$ cat config.mk
export PLATFORM = sky130hd
export DESIGN_NAME = imem_loader
export DESIGN_NICKNAME = d
export VERILOG_FILES = /design/src/rtl/imem_loader.sv
export SDC_FILE = /design/constraint.sdc
export NUM_CORES = 1
export LEC_CHECK = 0
export BUFFER_PORTS_ARGS = -buffer_cell sky130_fd_sc_hd__buf_2
export CAP_MARGIN = 20
export CORE_MARGIN = 2
export CORE_UTILIZATION = 45
export CTS_CLUSTER_DIAMETER = 40
export CTS_CLUSTER_SIZE = 14
export DETAILED_ROUTE_END_ITERATION = 16
export GPL_ROUTABILITY_DRIVEN = 0
export PLACE_DENSITY_LB_ADDON = 0.05
export SYNTH_ARGS = -nofsm -noshare
export SYNTH_HDL_FRONTEND = slang
export SYNTH_SLANG_ARGS = --single-unit
$ cat constraint.sdc
create_clock -name clk -period 3.1 [get_ports clk]
set_input_delay 0.62 -clock clk [delete_from_list [all_inputs] [get_ports clk]]
set_output_delay 0.62 -clock clk [all_outputs]
set_load 0.05 [all_outputs]
$ cat src/rtl/imem_loader.sv
// Boot-time instruction memory loader: length header (LE 16-bit word count) followed by
// program bytes, assembled into little-endian 32-bit words; CPU is held in reset until done.
module imem_loader #(
  parameter int INS_ADDRESS_WIDTH = 12,
  parameter int DATA_WIDTH        = 32
) (
  input  logic                         clk,
  input  logic                         rst,
  input  logic                         start,
  input  logic                         byte_valid,
  input  logic [7:0]                   byte_data,
  output logic                         byte_ready,
  output logic                         imem_we,
  output logic [INS_ADDRESS_WIDTH-1:0] imem_waddr,
  output logic [DATA_WIDTH-1:0]        imem_wdata,
  output logic                         cpu_rst,
  output logic                         done,
  output logic                         err
);

  localparam int          WIDX_W = INS_ADDRESS_WIDTH - 1;
  localparam logic [16:0] CAP    = 17'(1) << (INS_ADDRESS_WIDTH - 2);

  typedef enum logic [2:0] {
    S_IDLE, S_LEN_LO, S_LEN_HI, S_DATA, S_FLUSH, S_DONE, S_ERR
  } state_t;

  state_t                         state_q, state_d;
  logic [15:0]                    len_q, len_d;
  logic [1:0]                     byte_cnt_q, byte_cnt_d;
  logic [WIDX_W-1:0]              word_idx_q, word_idx_d;
  logic [DATA_WIDTH-9:0]          word_q, word_d;
  logic                           imem_we_q, imem_we_d;
  logic [INS_ADDRESS_WIDTH-1:0]   imem_waddr_q, imem_waddr_d;
  logic [DATA_WIDTH-1:0]          imem_wdata_q, imem_wdata_d;

  logic        accept;
  logic [15:0] len_full;
  logic        last_word;

  assign accept    = byte_valid && byte_ready;
  assign len_full  = {byte_data, len_q[7:0]};
  // Word index is one bit wider than the address field so a full-capacity load compares cleanly.
  assign last_word = (17'(word_idx_q) + 17'd1) == {1'b0, len_q};

  always_ff @(posedge clk) begin
    if (rst) state_q <= S_IDLE;
    else     state_q <= state_d;
  end

  always_comb begin
    state_d = state_q;
    case (state_q)
      S_IDLE:   if (start) state_d = S_LEN_LO;
      S_LEN_LO: if (accept) state_d = S_LEN_HI;
      S_LEN_HI: begin
        if (accept) begin
          if (len_full == 16'd0)             state_d = S_DONE;
          else if ({1'b0, len_full} > CAP)   state_d = S_ERR;
          else                               state_d = S_DATA;
        end
      end
      S_DATA:   if (accept && byte_cnt_q == 2'd3 && last_word) state_d = S_FLUSH;
      S_FLUSH:  state_d = S_DONE;
      default:  state_d = state_q;
    endcase
  end

  always_comb begin
    byte_ready = 1'b0;
    cpu_rst    = 1'b1;
    done       = 1'b0;
    err        = 1'b0;
    case (state_q)
      S_LEN_LO, S_LEN_HI, S_DATA: byte_ready = 1'b1;
      S_DONE: begin
        cpu_rst = 1'b0;
        done    = 1'b1;
      end
      S_ERR:   err = 1'b1;
      default: ;
    endcase
  end

  always_comb begin
    len_d        = len_q;
    byte_cnt_d   = byte_cnt_q;
    word_idx_d   = word_idx_q;
    word_d       = word_q;
    imem_we_d    = 1'b0;
    imem_waddr_d = imem_waddr_q;
    imem_wdata_d = imem_wdata_q;
    case (state_q)
      S_IDLE: begin
        if (start) begin
          byte_cnt_d = 2'd0;
          word_idx_d = '0;
          word_d     = '0;
        end
      end
      S_LEN_LO: if (accept) len_d[7:0]  = byte_data;
      S_LEN_HI: if (accept) len_d[15:8] = byte_data;
      S_DATA: begin
        if (accept) begin
          case (byte_cnt_q)
            2'd0: word_d[7:0]   = byte_data;
            2'd1: word_d[15:8]  = byte_data;
            2'd2: word_d[23:16] = byte_data;
            default: begin
              // The fourth byte goes straight to the write port; only three are buffered.
              imem_we_d    = 1'b1;
              imem_wdata_d = {byte_data, word_q};
              imem_waddr_d = {word_idx_q[INS_ADDRESS_WIDTH-3:0], 2'b00};
              word_idx_d   = word_idx_q + 1'b1;
              word_d       = '0;
            end
          endcase
          byte_cnt_d = byte_cnt_q + 2'd1;
        end
      end
      default: ;
    endcase
  end

  always_ff @(posedge clk) begin
    if (rst) begin
      len_q        <= '0;
      byte_cnt_q   <= '0;
      word_idx_q   <= '0;
      word_q       <= '0;
      imem_we_q    <= 1'b0;
      imem_waddr_q <= '0;
      imem_wdata_q <= '0;
    end else begin
      len_q        <= len_d;
      byte_cnt_q   <= byte_cnt_d;
      word_idx_q   <= word_idx_d;
      word_q       <= word_d;
      imem_we_q    <= imem_we_d;
      imem_waddr_q <= imem_waddr_d;
      imem_wdata_q <= imem_wdata_d;
    end
  end

  assign imem_we    = imem_we_q;
  assign imem_waddr = imem_waddr_q;
  assign imem_wdata = imem_wdata_q;

endmodule

; Word level (Yosys, flattened, before mapping)
; Index checks and enable logic that the tools add are counted.
[word_totals]
reg_bits = 99
word_cells = 85
output_inout_bits = 49
[op_classes]
eq_ne = 19
n_bitwise = 3
n_mux = 25
addsub = 3
order_cmp = 1
reduce_logical = 23
[ops]
columns = cell, n
row1 = $mux W24, 2
row2 = $pmux W24 S2, 1
row3 = $pmux W8 S2, 3
row4 = $mux W11, 3
row5 = $pmux W11 S2, 1
row6 = $mux W3, 6
row7 = $ne A2 B2 Y1 const B, 9
row8 = $eq A12 B16 Y1, 1
row9 = $gt A16 B11 Y1 const B, 1
row10 = $logic_not A16 Y1, 1
row11 = $reduce_and A4 Y1, 4
row12 = $pmux W3 S5, 1
row13 = $add A11 B1 Y12 const B, 1
row14 = $add A11 B1 Y11 const B, 1
row15 = $eq A3 B3 Y1 const B, 3
row16 = $reduce_or A3 Y1, 3
row17 = $eq A3 B2 Y1 const B, 2
row18 = $reduce_and A3 Y1, 2
row19 = $reduce_or A2 Y1, 3
row20 = $mux W1, 5
row21 = $reduce_and A5 Y1, 1
row22 = $reduce_bool A5 Y1, 1
row23 = $eq A2 B2 Y1 const B, 2
row24 = $mux W2, 2
row25 = 10 further kinds, 15

; Depth between registers and ports, before layout
[depth]
ltp_word = 8
mapped_depth = 8
mapped_depth_nobuf = 7

; Least setup slack after synthesis
; OpenSTA, ideal clock, no wires.
[synth_path]
kind = input to register
from = in byte_valid
to = reg state_q[2]
t_arrival_ns = 2.199
path_stages = 6
slack_ns = 0.780
path_buffers = 0
cell_sequence = nand2b_1 -> a2111oi_2 -> nand4b_1 -> or4_4 -> o31ai_4 -> mux2_4
[synth_via]
elab_chain_len = 5
[synth_lines]
columns = element, line
row1 = from (decl), 10  ; input logic byte_valid,
row2 = $logic_and A1 B1 Y1 (*), 41  ; assign accept = byte_valid && byte_ready;
row3 = $logic_and A1 B1 Y1 (2 in a row), 63  ; S_DATA: if (accept && byte_cnt_q == 2'd3 && last_word) state_d = S_FLUSH;
row4 = $ne A2 B2 Y1 (no line), -
row5 = $reduce_and A5 Y1 (no line) (*), -
row6 = to (signal assigned), 48  ; else state_q <= state_d;
row7 = to (decl), 28  ; state_t state_q, state_d;
; Every way passes the cells marked *; elsewhere a longest branch is shown, timed or not.
; A chain may end at the register's enable or synchronous reset.

; Worst setup path after layout
[layout_path]
from = reg word_idx_q[0]
to = reg state_q[2]
[layout_via]
elab_chain_len = 5
[layout_lines]
columns = element, line
row1 = from (decl), 31  ; logic [WIDX_W-1:0] word_idx_q, word_idx_d;
row2 = from (signal assigned), 137  ; word_idx_q <= word_idx_d;
row3 = $add A11 B1 Y12, 44  ; assign last_word = (17'(word_idx_q) + 17'd1) == {1'b0, len_q};
row4 = $eq A12 B16 Y1, 44
row5 = $logic_and A1 B1 Y1, 63
row6 = $ne A2 B2 Y1 (no line), -
row7 = $reduce_and A5 Y1 (no line), -
; No other way between the ends.

==> results_dict.tcl <==
set metrics [dict create \
    finClkSkew_ns 0.0111 \
    status "finished, final reports clean" \
    ys_async_sr_fraction_pct 0 \
    dp_cells 719 \
    portBuffers 58 \
    slew_violations 0 \
    critical_path.top_delay_family "simple AND/OR/NAND/NOR gates" \
    crit_slowest_cell "or4_4" \
    overflow 0 \
    fin_util_pct 52.8 \
    ir_drop_mv 0.263 \
    rows 35 \
    tightest_slew_ns 0.964 \
    crit_chain "ha_1 -> nand3_1 -> o21ai_0 -> o31ai_1 -> or4_4 -> o31ai_4 -> mux2_4" \
    rsz0062_at_grt "false" \
    crit_buf_inv 0 \
    synth_ff_type "dfxtp_1" \
    yosys.cell_types.count 50 \
    grt_first_pass_wirelength_um 17900 \
    antenna_found_initial 0 \
    tritoncts "yes" \
    synth_cells 561 \
    ys_ff_latch 99 \
    n_antenna_cell 0 \
    fin_nets 619 \
    worstSetupEndpointType "register" \
    hold_class "reg2reg" \
    setup_viol 0 \
    drv_cap 0 \
    fmax_mhz 378 \
    die_area_um2 10400 \
    areaGrowthSynthToFinish_pct 13.5 \
    leakage_uw 0.00181 \
    ctsResizeCount 0 \
    yosys.area_share.xor_xnor_pct 2.43 \
    crit_required_ns 3.36 \
    drc_errors 0 \
    wire_per_inst_um 14.5 \
    grt_pass1_vias 3642 \
    yosysSeqAreaShare_pct 45.8 \
    met2_usage_pct 34.5 \
    yosys.area_share.simple_pct 26.7 \
    synth_compound_area_share_pct 16.1 \
    synth_area_um2 4320 \
    path_max_fanout 8 \
    synthMuxAreaShare_pct 2.43 \
    gr-usage-all-layers_pct 21.9 \
    drt_first_pass_iters 5 \
    finalHoldViolCount 0 \
    synth_edf_count 0 \
    clock_latency_ns 0.36 \
    cts_made_buffers 9 \
    grt_busiest_layer "met2" \
    max_stage_delay_ns 0.56 \
    p_total_uw 2950 \
    synth_top_family_by_area "simple AND/OR/NAND/NOR gates" \
    drt_first_iter_violations 145 \
    fin_crit_ns 2.65 \
    max-slew-margin-rel_pct 35.2 \
    tns_ns 0 \
    die-height_um 102 \
    criticalPathCategory "reg2reg" \
    io_pins 61 \
    cts.sink_count 99 \
    dpl.hpwl_um 7400 \
    synthAdderAreaFrac_pct 1.74 \
    use_met1_pct 30.8 \
    vias_per_cell 5.32 \
    core_um2 9280 \
    drive_gt1_share_pct 15.4 \
    cts_setup_buffers 0 \
    fin_crit_sh_pct 85.4 \
    totalWireLength_um 10700 \
    clkTransAtPathRegs_ns 0.10 \
    arrival_ns 2.91 \
    clockRootBuffer "clkbuf_8" \
    place_area_um2 4710 \
    yosys_warnings 0 \
    max-clock-path-buffers 2 \
    use_met3_pct 3.83 \
    instances_no_fill 734 \
    start_kind "register" \
    fp.dieW_um 102 \
    vias 3905 \
    grt_max_degree 47 \
    initial_core_util_pct 46.6 \
    synth.avg_cell_area_um2 7.71 \
    htreeDepth 3 \
    p_per_area_nw_per_um2 601 \
    design_area_um2 4900 \
    postCtsHoldBufs 0 \
    detail-route-antenna-nets 0 \
]
[layout make-up]
type                            instances  area, um^2
Clock buffer                            9         124
Clock inverter                          6        75.1
Fill cell                             966        4380
Inverter                                8        30.0
Multi-Input combinational cell        414        2150
Sequential cell                        99        1980
Tap cell                              129         161
Timing Repair Buffer                   69         385
[synthesized netlist by cell type (2+ instances only)]
library cell / instances / area [um^2]
dfxtp_1: 99 / 1980
clkbuf_1: 33 / 124
nor3_1: 9 / 45.0
xnor2_1: 8 / 70.1
o21ai_0: 13 / 65.1
a21o_1: 4 / 30.0
or4_1: 3 / 22.5
a21oi_1: 94 / 470
nand3_1: 35 / 175
nor2b_1: 3 / 18.8
or3_1: 4 / 25.0
inv_1: 8 / 30.0
and2_1: 4 / 25.0
nand2b_1: 7 / 43.8
nand2_1: 140 / 526
or2_2: 3 / 18.8
and3_1: 2 / 12.5
a31oi_1: 2 / 12.5
buf_4: 3 / 22.5
nor2_1: 33 / 124
nor4_1: 4 / 25.0
xor2_1: 4 / 35.0
nand4_1: 4 / 25.0
mux2i_1: 9 / 90.1
ha_1: 6 / 75.1
buf_2: 3 / 15.0
[state kept, by name (all words and copies together) (netlist names)]
name,cells
imem_we,1
word_q,24
imem_waddr,10
byte_cnt_q,2
word_idx_q,11
imem_wdata,32
len_q,16
state_q,3
[kinds of logic (layout without fill, tap and decap cells)]
logic type,count (synthesis),count (layout)
adders and majority gates,6,6
DFF,99,99
muxes,10,10
buffers and inverters,49,92
other,1,2
AOI/OAI and AO/OA,125,125
and+or+nand+nor,259,259
xor gates and xnor gates,12,12
[metal layers]
layer / vias up / part of all wire, %
met5: - / 0
met4: 0 / 1.4
met3: 13 / 4.8
met2: 105 / 46
met1: 1824 / 48
li1: 1963 / -
[placed cells by master (no fill, tap or decap), drive strengths merged, types with 2 or more instances in the layout]
cell type,n
or3,4
nor4,4
clkbuf,9
or4,4
ha,6
nand3,36
a21oi,94
xnor2,8
or2,4
nor2,33
clkinv,2
and3,2
nand2,140
a21o,4
nand4,4
o31ai,2
nor3,9
o21ai,13
dfxtp,99
nand2b,7
nor2b,3
and2,4
conb,2
buf,69
a31oi,2
xor2,4
mux2i,9
inv,10
[power breakdown]
group / total, uW / leakage, uW / switching (uW) / internal, uW
Combinational: 703 / 0.000914 / 489 / 214
Clock: 844 / 0.0000978 / 464 / 380
Sequential: 1400 / 0.000799 / 78.0 / 1320
[stage by stage]
stage	worst slack (ns)	hold slack (ns)
2_1_floorplan	0.780	0.432
3_3_place_gp	0.456	0.440
3_5_place_dp	0.429	0.443
4_1_cts	0.492	0.457
5_1_grt	0.265	0.471
6_report	0.451	0.454
[tightest hold or removal path, cell delays in order (launching register included)]
cell     delay, ns
dfxtp_1       0.32
nand2_1       0.05
a21oi_1       0.05
[path summary, 6_finish.rpt]
check	end	startpoint	cells after the start	slack, ns
max	state_q[2]	word_idx_q[0]	7	0.45
min	imem_waddr[6]	imem_waddr[6]	2	0.45
min reg2reg	imem_waddr[6]	imem_waddr[6]	2	0.45
max reg2reg	state_q[2]	word_idx_q[0]	7	0.45
Note: power is estimated with default switching activity, not from simulation.
